--- config.mk ---
export PLATFORM = sky130hd
export DESIGN_NAME = regfile_write_arbiter
export DESIGN_NICKNAME = d
export VERILOG_FILES = /design/src/rtl/regfile_write_arbiter.sv
export SDC_FILE = /design/constraint.sdc
export NUM_CORES = 1
export LEC_CHECK = 0
export ABC_AREA = 0
export CORE_UTILIZATION = 35
export DETAILED_ROUTE_END_ITERATION = 8
export DONT_BUFFER_PORTS = 1
export MAX_ROUTING_LAYER = met4
export PLACE_DENSITY = 0.49
export RECOVER_POWER = 50
export SLEW_MARGIN = 20
export SYNTH_ARGS = -nofsm -noshare
export SYNTH_HDL_FRONTEND = slang
export SYNTH_SLANG_ARGS = --single-unit
export TNS_END_PERCENT = 50
--- constraint.sdc ---
create_clock -name clock -period 3.28 [get_ports clock]
set_input_delay 0.492 -clock clock [delete_from_list [all_inputs] [get_ports clock]]
set_output_delay 0.492 -clock clock [all_outputs]
set_load 0.05 [all_outputs]
--- src/rtl/regfile_write_arbiter.sv ---
// Round-robin arbiter sharing the register file write port among NREQ write-back
// requesters, with one registered output stage, x0 suppression, hold and a write counter.
module regfile_write_arbiter #(
  parameter int NREQ = 3,
  parameter int AW   = 5,
  parameter int DW   = 32,
  localparam int GW  = (NREQ > 1) ? $clog2(NREQ) : 1
) (
  input  logic             clock,
  input  logic             reset,
  input  logic [NREQ-1:0]  io_req_valid,
  output logic [NREQ-1:0]  io_req_ready,
  input  logic [NREQ*AW-1:0] io_req_addr,
  input  logic [NREQ*DW-1:0] io_req_data,
  input  logic             io_hold,
  output logic             io_rf_wen,
  output logic [AW-1:0]    io_rf_waddr,
  output logic [DW-1:0]    io_rf_wdata,
  output logic [GW-1:0]    io_grant_id,
  output logic [15:0]      io_write_count
);

  localparam int CW = GW + 1;

  logic [GW-1:0] prio_q, prio_d;
  logic          wen_q, wen_d;
  logic [AW-1:0] waddr_q, waddr_d;
  logic [DW-1:0] wdata_q, wdata_d;
  logic [GW-1:0] gid_q, gid_d;
  logic [15:0]   count_q, count_d;

  logic          grantHit;
  logic [GW-1:0] grantIdx;
  logic [CW-1:0] cand;
  logic [AW-1:0] selAddr;
  logic [DW-1:0] selData;

  // Scan from the priority pointer, wrapping modulo NREQ; first valid requester wins.
  always_comb begin
    grantHit = 1'b0;
    grantIdx = '0;
    cand     = '0;
    if (!reset && !io_hold) begin
      for (int k = 0; k < NREQ; k++) begin
        cand = {1'b0, prio_q} + CW'(k);
        if (cand >= CW'(NREQ)) cand = cand - CW'(NREQ);
        if (!grantHit && io_req_valid[cand[GW-1:0]]) begin
          grantHit = 1'b1;
          grantIdx = cand[GW-1:0];
        end
      end
    end
  end

  always_comb begin
    io_req_ready = '0;
    selAddr      = '0;
    selData      = '0;
    for (int i = 0; i < NREQ; i++) begin
      if (grantIdx == GW'(i)) begin
        io_req_ready[i] = grantHit;
        selAddr         = io_req_addr[i*AW +: AW];
        selData         = io_req_data[i*DW +: DW];
      end
    end
  end

  // Reset gates the enable combinationally so a write sitting in the stage is dropped.
  assign io_rf_wen      = wen_q & ~reset;
  assign io_rf_waddr    = waddr_q;
  assign io_rf_wdata    = wdata_q;
  assign io_grant_id    = gid_q;
  assign io_write_count = count_q;

  always_comb begin
    prio_d  = prio_q;
    wen_d   = 1'b0;
    waddr_d = waddr_q;
    wdata_d = wdata_q;
    gid_d   = gid_q;
    count_d = count_q;
    if (grantHit) begin
      prio_d  = (grantIdx == GW'(NREQ - 1)) ? '0 : grantIdx + GW'(1);
      wen_d   = (selAddr != '0);
      waddr_d = selAddr;
      wdata_d = selData;
      gid_d   = grantIdx;
    end
    if (io_rf_wen && (count_q != 16'hFFFF)) begin
      count_d = count_q + 16'd1;
    end
  end

  always_ff @(posedge clock) begin
    if (reset) begin
      prio_q  <= '0;
      wen_q   <= 1'b0;
      waddr_q <= '0;
      wdata_q <= '0;
      gid_q   <= '0;
      count_q <= '0;
    end else begin
      prio_q  <= prio_d;
      wen_q   <= wen_d;
      waddr_q <= waddr_d;
      wdata_q <= wdata_d;
      gid_q   <= gid_d;
      count_q <= count_d;
    end
  end

endmodule
==> results of run 1 <==
==> kinds of logic (layout without fill, tap and decap cells) <==
| group | Yosys count | in the layout |
|---|---|---|
| flops | 58 | 58 |
| fa+ha+maj | 5 | 5 |
| simple gates | 174 | 174 |
| compound gates | 97 | 97 |
| buf+inv | 40 | 43 |
| mux | 14 | 14 |
| xor+xnor | 10 | 10 |
==> metal layers <==
layer	global-route usage [%]	vias to the layer above	share of wire, %
li1	-	1444	-
met1	23.2	1311	42
met2	32.0	129	48
met3	7.09	2	9.4
met4	4.20	0	0.26
met5	-	-	0
==> layout make-up <==
type                    count  area share, %
repair buffers             16           3.32
inverters                  11           1.21
clock buffers               9           3.42
flip-flops and latches     58           32.1
clock inverters             7           3.46
multi-input cells         300           52.8
well taps                 108           3.73
==> placed cells by master, fill, tap and decap left out, types with 2 or more instances in the layout <==
master and count:
dfxtp_1 58, nand2_1 46, nand3_1 39, a21o_1 28
a22oi_1 26, and3_1 26, nor2_1 24, o21ai_0 11
a21oi_1 10, inv_1 9, mux2i_1 9, nand4_1 9
clkbuf_8 9, xor2_1 8, clkbuf_1 8, nand2b_1 6
or3_1 6, buf_4 6, mux2_2 5, a311oi_1 4
a31o_2 4, ha_1 4, and4_1 3, bufinv_16 3
or2_2 2, a41o_1 2, nor2_2 2, nor3_1 2
xnor2_1 2, clkinv_4 2, inv_6 2
==> registers in the layout, indices dropped and copies added, names as in the netlist <==
signal	count
io_grant_id	2
io_write_count	16
prio_q	2
io_rf_waddr	5
wen_q	1
io_rf_wdata	32
==> metrics by stage <==
stage	setup TNS [ns]	hold WS [ns]	power, mW
finish	0	0.220	2.06
floorplan	0	0.512	1.18
CTS	-0.190	0.186	2.09
detailed placement	0	0.556	1.24
global route	0	0.181	2.16
global placement	0	0.548	1.24
==> timing repair <==
item                                    CTS  global route
hold buffers                              0             0
gates cloned                              0             1
endpoints found under the setup margin    2             2
resized for setup                         0             7
endpoints found under the hold margin     0             0
pin swaps                                 0             0
==> worst min path at each step <==
stage	start	endpoint
after global placement	prio_q[1]	prio_q[1]
after floorplan	prio_q[1]	prio_q[1]
after global routing	reset	io_write_count[13]
after CTS	reset	io_write_count[13]
after detailed placement	prio_q[1]	prio_q[1]
final	reset	io_write_count[13]
==> worst max-delay path, stage by stage (launching register included) <==
cell and delay (ns):
dfxtp_1 0.40, inv_1 0.08, ha_1 0.28, mux2i_1 0.19
or2_1 0.24, a41o_1 0.25, or3b_2 0.49, inv_4 0.15
buf_12 0.19
==> power by group through the flow <==
stage | clock, mW | sequential (mW) | combinational, mW
2_1_floorplan | 0 | 0.973 | 0.209
3_3_place_gp | 0 | 0.982 | 0.258
3_5_place_dp | 0 | 0.981 | 0.260
4_1_cts | 0.867 | 0.965 | 0.261
5_1_grt | 0.890 | 0.970 | 0.300
6_report | 0.830 | 0.964 | 0.267
==> impl_metrics.py, run 1 <==
metrics = {
    "outcome": {
        "outcome": "complete, but fails checks",
        "violations": "DRC",
    },
    "pwr": {
        "intPower_mw": 1.38,
        "leakage_nw": 1.73,
        "p_switching_uw": 680,
        "ir_drop_mv": 0.252,
        "power_density_mw_per_mm2": 569,
        "p_sw_share_pct": 33.0,
        "pwr-share-clk_pct": 40.3,
        "seqPwrFrac_pct": 46.8,
        "p_comb_share_pct": 12.9,
    },
    "logic_synthesis": {
        "synth_xor_area_share_pct": 2.72,
        "synth-seq-cells": 58,
        "synth_most_common_cell": "dfxtp_1",
        "synthFlopType": "dfxtp_1",
        "seq_area_frac_synth_pct": 36.1,
        "ys_warn_count": 0,
        "synth_top_area_share_pct": 36.1,
        "syn_area_per_cell_um2": 8.08,
        "synthCells": 398,
        "synth.area.mux_share_pct": 4.55,
        "synthArstFlopShare_pct": 0,
        "synth_area_leader_cell": "dfxtp_1",
        "synth-compound-area-share_pct": 21.9,
        "synthSimpleGateAreaFrac_pct": 27.3,
        "synth_top_family_by_area": "simple AND/OR/NAND/NOR gates",
        "synthAdderAreaFrac_pct": 1.95,
        "synth_edf_count": 0,
        "synthesis.nets": 520,
        "synth_area_leaders": "dfxtp_1, a21o_1, nand3_1",
        "netlist_area_mm2": 0.00322,
        "synth_top_cells_by_count": "dfxtp_1, nand2_1, nand3_1",
        "yosys.cell_types.count": 50,
    },
    "die": {
        "die_h_um": 97.9,
        "die_x_um": 97.9,
        "initial_core_util_pct": 36.5,
        "rows": 34,
        "die-area_mm2": 0.00957,
        "core_mm2": 0.00881,
        "io_pins": 176,
    },
    "placement": {
        "dp_hpwl_um": 6400,
        "dp_slack_ns": 0.280,
        "placed_cells": 492,
        "dpl_cell_area_mm2": 0.00335,
        "gp_congestion": 0.844,
        "io_buffers": 0,
    },
    "final_layout": {
        "fin_nets": 518,
        "synthToLayoutAreaGrowth_pct": 12.6,
        "fin_cells": 509,
        "multi_input_area_mm2": 0.00191,
        "final_util_pct": 41.1,
        "num-fill-cells": 912,
        "layout.area.seq_mm2": 0.00116,
        "layout-drive-gt1-share_pct": 11.7,
        "antenna_cells": 0,
        "stdcell_area_mm2": 0.00362,
    },
    "clock_tree": {
        "path_clk_slew_ns": 0.08,
        "htreeDepth": 3,
        "cts_root_buffer": "clkbuf_8",
        "post_cts_buffers": 0,
        "clk_latency_ns": 0.34,
        "numCtsBuffers": 9,
        "cts_tree": "done",
        "cts_buffer_depth": 2,
        "cts.sinks": 58,
    },
    "setup_path": {
        "crit_type": "flip-flop to primary output",
        "startpoint": "prio_q[1]",
        "reg2reg_to": "io_write_count[6]",
        "ff2ff_path_depth": 9,
        "cp.arrival_ns": 2.63,
        "crit_path_end_kind": "primary output",
        "cp_max_fo": 13,
        "crit_end": "io_req_ready[2]",
        "rrSetupSlack_ns": 0.29,
        "crit-reg2reg-launch": "io_write_count[1]",
        "cp.required_ns": 2.79,
        "critPathLaunchType": "flip-flop",
    },
    "global_routing": {
        "grt_pass1_wl_um": 14500,
        "grt_pass1_vias": 2752,
        "grt.total_usage_pct": 19.7,
        "grt_overflow": 0,
        "grt_antenna_before_repair": 0,
        "grt_start_max_net_pins": 50,
    },
    "timing": {
        "period_share_pct": 95.3,
        "finalSetupViolCount": 0,
        "period_needed_ns": 3.13,
        "hold_violations": 0,
        "finalMaxSlewViolations": 0,
        "rsz0062_at_grt": "false",
        "tightest_slew_ns": 0.806,
        "fmax_ghz": 0.320,
        "finClkSkew_ns": 0.0109,
        "max_slew_margin_pct": 46.3,
        "setup_ws_ns": 0.154,
    },
    "detailed_routing": {
        "dr.first_iter.drc_count": 114,
        "firstDrtPassIters": 7,
        "vias": 2886,
        "final_antenna_net_count": 0,
        "wl_um": 9370,
        "drc_errors": 22,
        "vias_per_cell": 5.67,
        "wire_per_inst_um": 18.4,
    },
    "run": {
        "drv_cap": 0,
    },
    "hold_path": {
        "hp-class": "primary input to flip-flop",
        "holdPathStages": 1,
    },
}
No activity file was read; power rests on OpenSTA's default activity.
==> inputs of run 2 (changes only) <==
--- a/config.mk
+++ b/config.mk
@@ -10,7 +10,7 @@
 export DETAILED_ROUTE_END_ITERATION = 8
 export DONT_BUFFER_PORTS = 1
 export MAX_ROUTING_LAYER = met4
-export PLACE_DENSITY = 0.49
+export PLACE_DENSITY = 0.51
 export RECOVER_POWER = 50
 export SLEW_MARGIN = 20
 export SYNTH_ARGS = -nofsm -noshare
==> constraint.sdc (replaced) <==
create_clock -name clock -period 2.8 [get_ports clock]
set_input_delay 0.42 -clock clock [delete_from_list [all_inputs] [get_ports clock]]
set_output_delay 0.42 -clock clock [all_outputs]
set_load 0.05 [all_outputs]
==> run 2 against run 1 <==
The run still ends with DRC left. Sequential cell count stayed put. Via count is 6.7% higher. Sequential share of layout area is 1.2 points lower. Clock-buffer cell count up 3. Critical endpoint is now io_req_ready[0]. Highest routed layer unchanged. Clock skew hardly changed. Critical path type unchanged. Setup slack worse by 0.14 ns.
==> impl_metrics.py, run 2 (synthesis gave the netlist of run 1 again) <==
metrics = {
    "detailed_routing": {
        "wl_met2_um": 4490,
        "wire_per_inst_um": 18.3,
        "final_antenna_net_count": 0,
        "met1_length_um": 4080,
        "vias_per_cell": 5.86,
        "vias": 3079,
        "highest_layer": "met4",
        "dr.first_iter.drc_count": 132,
        "wl_met3_um": 878,
        "wl_um": 9630,
        "firstDrtPassIters": 6,
        "drc_errors": 17,
    },
    "clock_tree": {
        "htreeDepth": 3,
        "cts.sinks": 58,
        "cts_buffer_depth": 2,
        "numCtsBuffers": 9,
        "cts_tree": "done",
        "path_clk_slew_ns": 0.07,
        "cts_root_buffer": "clkbuf_8",
        "clk_latency_ns": 0.33,
    },
    "pwr": {
        "p_comb_share_pct": 14.6,
        "intPower_mw": 1.59,
        "seqPwrFrac_pct": 47.9,
        "power_density_mw_per_mm2": 625,
        "power_mw": 2.36,
        "p_sw_share_pct": 32.8,
        "pwr-share-clk_pct": 37.5,
        "leakage_nw": 1.78,
        "p_switching_uw": 774,
        "ir_drop_mv": 0.250,
    },
    "setup_path": {
        "reg2reg_to": "wen_q",
        "cp.arrival_ns": 2.36,
        "ff2ff_path_depth": 11,
        "rrSetupSlack_ns": 0.20,
        "crit-reg2reg-launch": "prio_q[1]",
        "crit_path_end_kind": "primary output",
        "cp.required_ns": 2.38,
        "crit_type": "flip-flop to primary output",
        "critPathLaunchType": "flip-flop",
        "cp_max_fo": 5,
    },
    "outcome": {
        "violations": "DRC",
        "outcome": "complete, but fails checks",
    },
    "final_layout": {
        "num-fill-cells": 917,
        "layout_common_cells": "dfxtp_1, nand2_1, nand3_1",
        "mostFrequentLayoutCell": "dfxtp_1",
        "fin_nets": 534,
        "largest_reg_flops": 32,
        "antenna_cells": 0,
        "layout-drive-gt1-share_pct": 17.0,
        "final_util_pct": 42.9,
        "synthToLayoutAreaGrowth_pct": 17.5,
    },
    "hold_path": {
        "holdPathEnd": "io_write_count[11]",
        "holdPathStages": 1,
        "min_from": "reset",
        "hp-class": "primary input to flip-flop",
    },
    "timing": {
        "hold_violations": 0,
        "finalMaxSlewViolations": 0,
        "rsz0062_at_grt": "true",
        "period_share_pct": 99.4,
        "finalSetupViolCount": 0,
        "tightest_slew_ns": 0.787,
        "finClkSkew_ns": 0.0109,
        "fmax_ghz": 0.359,
        "period_needed_ns": 2.78,
        "max_slew_margin_pct": 47.5,
    },
    "die": {
        "io_pins": 176,
        "die_h_um": 97.9,
        "core_mm2": 0.00881,
        "rows": 34,
        "die-area_mm2": 0.00957,
        "initial_core_util_pct": 36.5,
        "die_x_um": 97.9,
    },
    "global_routing": {
        "grt_antenna_before_repair": 0,
        "grt.total_usage_pct": 20.2,
        "grt_overflow": 0,
        "grt_pass1_wl_um": 14700,
        "grt_pass1_vias": 2813,
        "grt_start_max_net_pins": 38,
    },
    "placement": {
        "gp_congestion": 0.875,
        "io_buffers": 0,
        "dp_hpwl_um": 6950,
    },
    "run": {
        "drv_cap": 0,
    },
}
[run 2: layer usage]
layer	vias to the layer above	GRT usage, %
li1	1476	-
met1	1456	24.3
met2	135	31.6
met3	12	6.59
met4	0	6.64
met5	-	-
[run 2: critical path, stage by stage, from the launching register on]
cell       delay [ns]
dfxtp_2          0.34
inv_2            0.06
ha_4             0.29
mux2i_1          0.09
a2bb2oi_2        0.14
a41o_1           0.24
or3b_4           0.27
inv_6            0.05
nor3_4           0.57
[run 2: worst max path at each step]
stage	from	end	slack, ns	cells past startpoint
2_1_floorplan	prio_q[0]	io_req_ready[1]	-0.03	9
3_3_place_gp	prio_q[0]	wen_q	0.20	10
3_5_place_dp	prio_q[0]	io_req_ready[0]	0.14	8
4_1_cts	prio_q[1]	io_req_ready[0]	0.003	8
5_1_grt	prio_q[0]	io_req_ready[0]	-0.09	8
6_report	prio_q[0]	io_req_ready[0]	0.02	8
[run 2: per-stage QoR]
stage               setup slack, ns  hold slack, ns  cells  setup TNS (ns)  area [µm²]
floorplan                   -0.0259           0.512    398         -0.0259        3230
global placement              0.196           0.491    508               0        3470
detailed placement            0.143           0.495    508               0        3470
CTS                         0.00316           0.130    524               0        3770
global route                -0.0937           0.127    525          -0.114        3780
finish                       0.0166           0.156    525               0        3780
[run 2: layout make-up]
class | count | area (µm²) | share of cell area [%]
inverter | 11 | 48.8 | 1.29
sequential | 58 | 1170 | 30.9
clock buffer | 12 | 155 | 4.10
multi-input combinational | 300 | 2000 | 53.0
tap | 108 | 135 | 3.57
timing repair buffer | 32 | 199 | 5.26
clock inverter | 4 | 73.8 | 1.95
[run 2: repair_timing]
item                                    4_1_cts  5_1_grt
gates cloned                                  0        0
endpoints found under the setup margin        3        3
resized for setup                            21       11
hold buffers                                  0        0
pin swaps                                     4        6
setup buffers                                 0        1
[run 2: power by group through the flow]
stage,registers (mW),logic [mW],clock network (mW)
after global placement,1.15,0.312,0
after CTS,1.13,0.334,0.915
after floorplan,1.14,0.246,0
after global routing,1.14,0.381,0.951
final,1.13,0.345,0.885
after detailed placement,1.15,0.319,0
==> inputs of run 3 (changes only) <==
--- a/config.mk
+++ b/config.mk
@@ -12,6 +12,7 @@
 export MAX_ROUTING_LAYER = met4
 export PLACE_DENSITY = 0.51
 export RECOVER_POWER = 50
+export REMOVE_ABC_BUFFERS = 1
 export SLEW_MARGIN = 20
 export SYNTH_ARGS = -nofsm -noshare
 export SYNTH_HDL_FRONTEND = slang
==> run 3 against run 2 <==
The run still ends with DRC left. Non-clock buffer count increased by 3. Final cell count is 0.57% higher. Register-to-register slack worse by 0.14 ns. Die area unchanged. Clock power is 9.8% lower.
==> impl_metrics.py, run 3 (synthesis gave the netlist of run 1 again) <==
metrics = {
    "setup_path": {
        "crit_end": "io_req_ready[0]",
        "crit-reg2reg-launch": "prio_q[0]",
        "cp_max_fo": 6,
        "critPathLaunchType": "flip-flop",
        "startpoint": "prio_q[0]",
        "cp.required_ns": 2.38,
        "ff2ff_path_depth": 13,
        "rrSetupSlack_ns": 0.06,
        "reg2reg_to": "wen_q",
        "crit_type": "flip-flop to primary output",
        "cp.arrival_ns": 2.36,
        "crit_path_end_kind": "primary output",
    },
    "clock_tree": {
        "cts_root_buffer": "clkbuf_8",
        "cts.sinks": 58,
        "numCtsBuffers": 9,
        "hold_buffers": 0,
        "cts_buffer_depth": 2,
        "htreeDepth": 3,
        "path_clk_slew_ns": 0.07,
        "cts_tree": "done",
        "clk_latency_ns": 0.33,
    },
    "placement": {
        "placed_cells": 506,
        "dpl_cell_area_mm2": 0.00345,
        "gp_congestion": 0.842,
        "io_buffers": 0,
        "dp_hpwl_um": 6390,
    },
    "detailed_routing": {
        "wire_per_inst_um": 18.0,
        "drc_errors": 12,
        "vias_per_cell": 5.67,
        "wl_um": 9490,
        "final_antenna_net_count": 0,
        "vias": 2993,
        "dr.first_iter.drc_count": 114,
        "firstDrtPassIters": 7,
    },
    "die": {
        "initial_core_util_pct": 36.5,
        "rows": 34,
        "core_mm2": 0.00881,
        "io_pins": 176,
        "die_h_um": 97.9,
        "die-area_mm2": 0.00957,
        "die_x_um": 97.9,
    },
    "final_layout": {
        "final_util_pct": 43.2,
        "mostFrequentLayoutCell": "dfxtp_1",
        "fin_nets": 537,
        "fin_cells": 528,
        "layout_common_cells": "dfxtp_1, nand2_1, nand3_1",
        "largest_reg_flops": 32,
        "synthToLayoutAreaGrowth_pct": 18.3,
        "stdcell_area_mm2": 0.00380,
        "layout-drive-gt1-share_pct": 17.2,
    },
    "run": {
        "drv_cap": 0,
    },
    "global_routing": {
        "grt.total_usage_pct": 20.3,
        "grt-busiest-layer": "met2",
        "grt_pass1_vias": 2877,
        "use_met3_pct": 6.44,
        "grt_pass1_wl_um": 15000,
        "grt_start_max_net_pins": 50,
        "grt_overflow": 0,
        "grt_antenna_before_repair": 1,
        "gr-usage-met1_pct": 22.5,
        "grtUsageMet2_pct": 35.3,
    },
    "outcome": {
        "outcome": "complete, but fails checks",
        "violations": "DRC",
    },
    "timing": {
        "max_slew_margin_pct": 47.2,
        "rsz0062_at_grt": "true",
        "hold_violations": 0,
        "fin_hold_ws_ns": 0.151,
        "finalSetupViolCount": 0,
        "fmax_ghz": 0.360,
        "period_needed_ns": 2.78,
        "finalMaxSlewViolations": 0,
        "period_share_pct": 99.2,
        "tightest_slew_ns": 0.792,
        "finClkSkew_ns": 0.0121,
    },
    "hold_path": {
        "hp-class": "primary input to flip-flop",
    },
    "pwr": {
        "leakage_nw": 1.80,
        "ir_drop_mv": 0.305,
        "power_density_mw_per_mm2": 600,
    },
}
run 3: cell types whose count changed in the layout (fill, tap and decap cells not counted), sizes merged:
cell	previous run	this run
buf	18	20
bufbuf	0	1
bufinv	2	1
clkbuf	26	27
clkinv	2	1
diode	0	1
run 3: final cells by class:
type / count / area [µm²]
antenna: 1 / 2.50
clock buffer: 13 / 169
clock inverter: 2 / 35.0
fill: 874 / 5000
inverter: 11 / 43.8
multi-input combinational: 300 / 1970
sequential: 58 / 1170
tap: 108 / 135
timing repair buffer: 35 / 280
run 3: repair_timing:
action / CTS / global route
gates resized for setup: 25 / 10
setup endpoints to repair: 19 / 4
cloned: 1 / 0
pin swaps: 3 / 6
setup buffers: 5 / 0
run 3: how the worst min path moves through the flow:
stage / end / cells past startpoint / startpoint
6_report: prio_q[0] / 1 / reset
5_1_grt: prio_q[0] / 1 / reset
3_5_place_dp: io_write_count[10] / 1 / reset
2_1_floorplan: io_write_count[10] / 1 / reset
4_1_cts: prio_q[0] / 1 / reset
3_3_place_gp: io_write_count[8] / 1 / reset
run 3: stage by stage:
step	setup slack, ns	TNS (ns)	total power, mW
2_1_floorplan	-2.13	-49.25	1.37
3_3_place_gp	-0.0147	-0.0147	1.46
3_5_place_dp	-0.0668	-0.756	1.46
4_1_cts	0.000386	0	2.31
5_1_grt	-0.0712	-0.173	2.39
6_report	0.0220	0	2.28
run 3: critical path, cell delays in order, from the launching register on:
cell     delay (ns)
dfxtp_2        0.32
buf_4          0.14
ha_4           0.18
a22oi_2        0.19
nand3_1        0.10
a41o_1         0.24
or3b_4         0.25
inv_4          0.05
nor3_4         0.55
run 3: power by group:
part	internal (mW)	leakage, nW	switching [mW]
Combinational	0.161	1.22	0.192
Clock	0.478	0.106	0.320
Sequential	0.888	0.476	0.242
Total	1.53	1.80	0.754
run 3: layer usage:
layer	up-vias	share of wire [%]
met5	-	0
met4	0	0.94
met3	9	8.0
met2	119	50
met1	1381	41
li1	1484	-
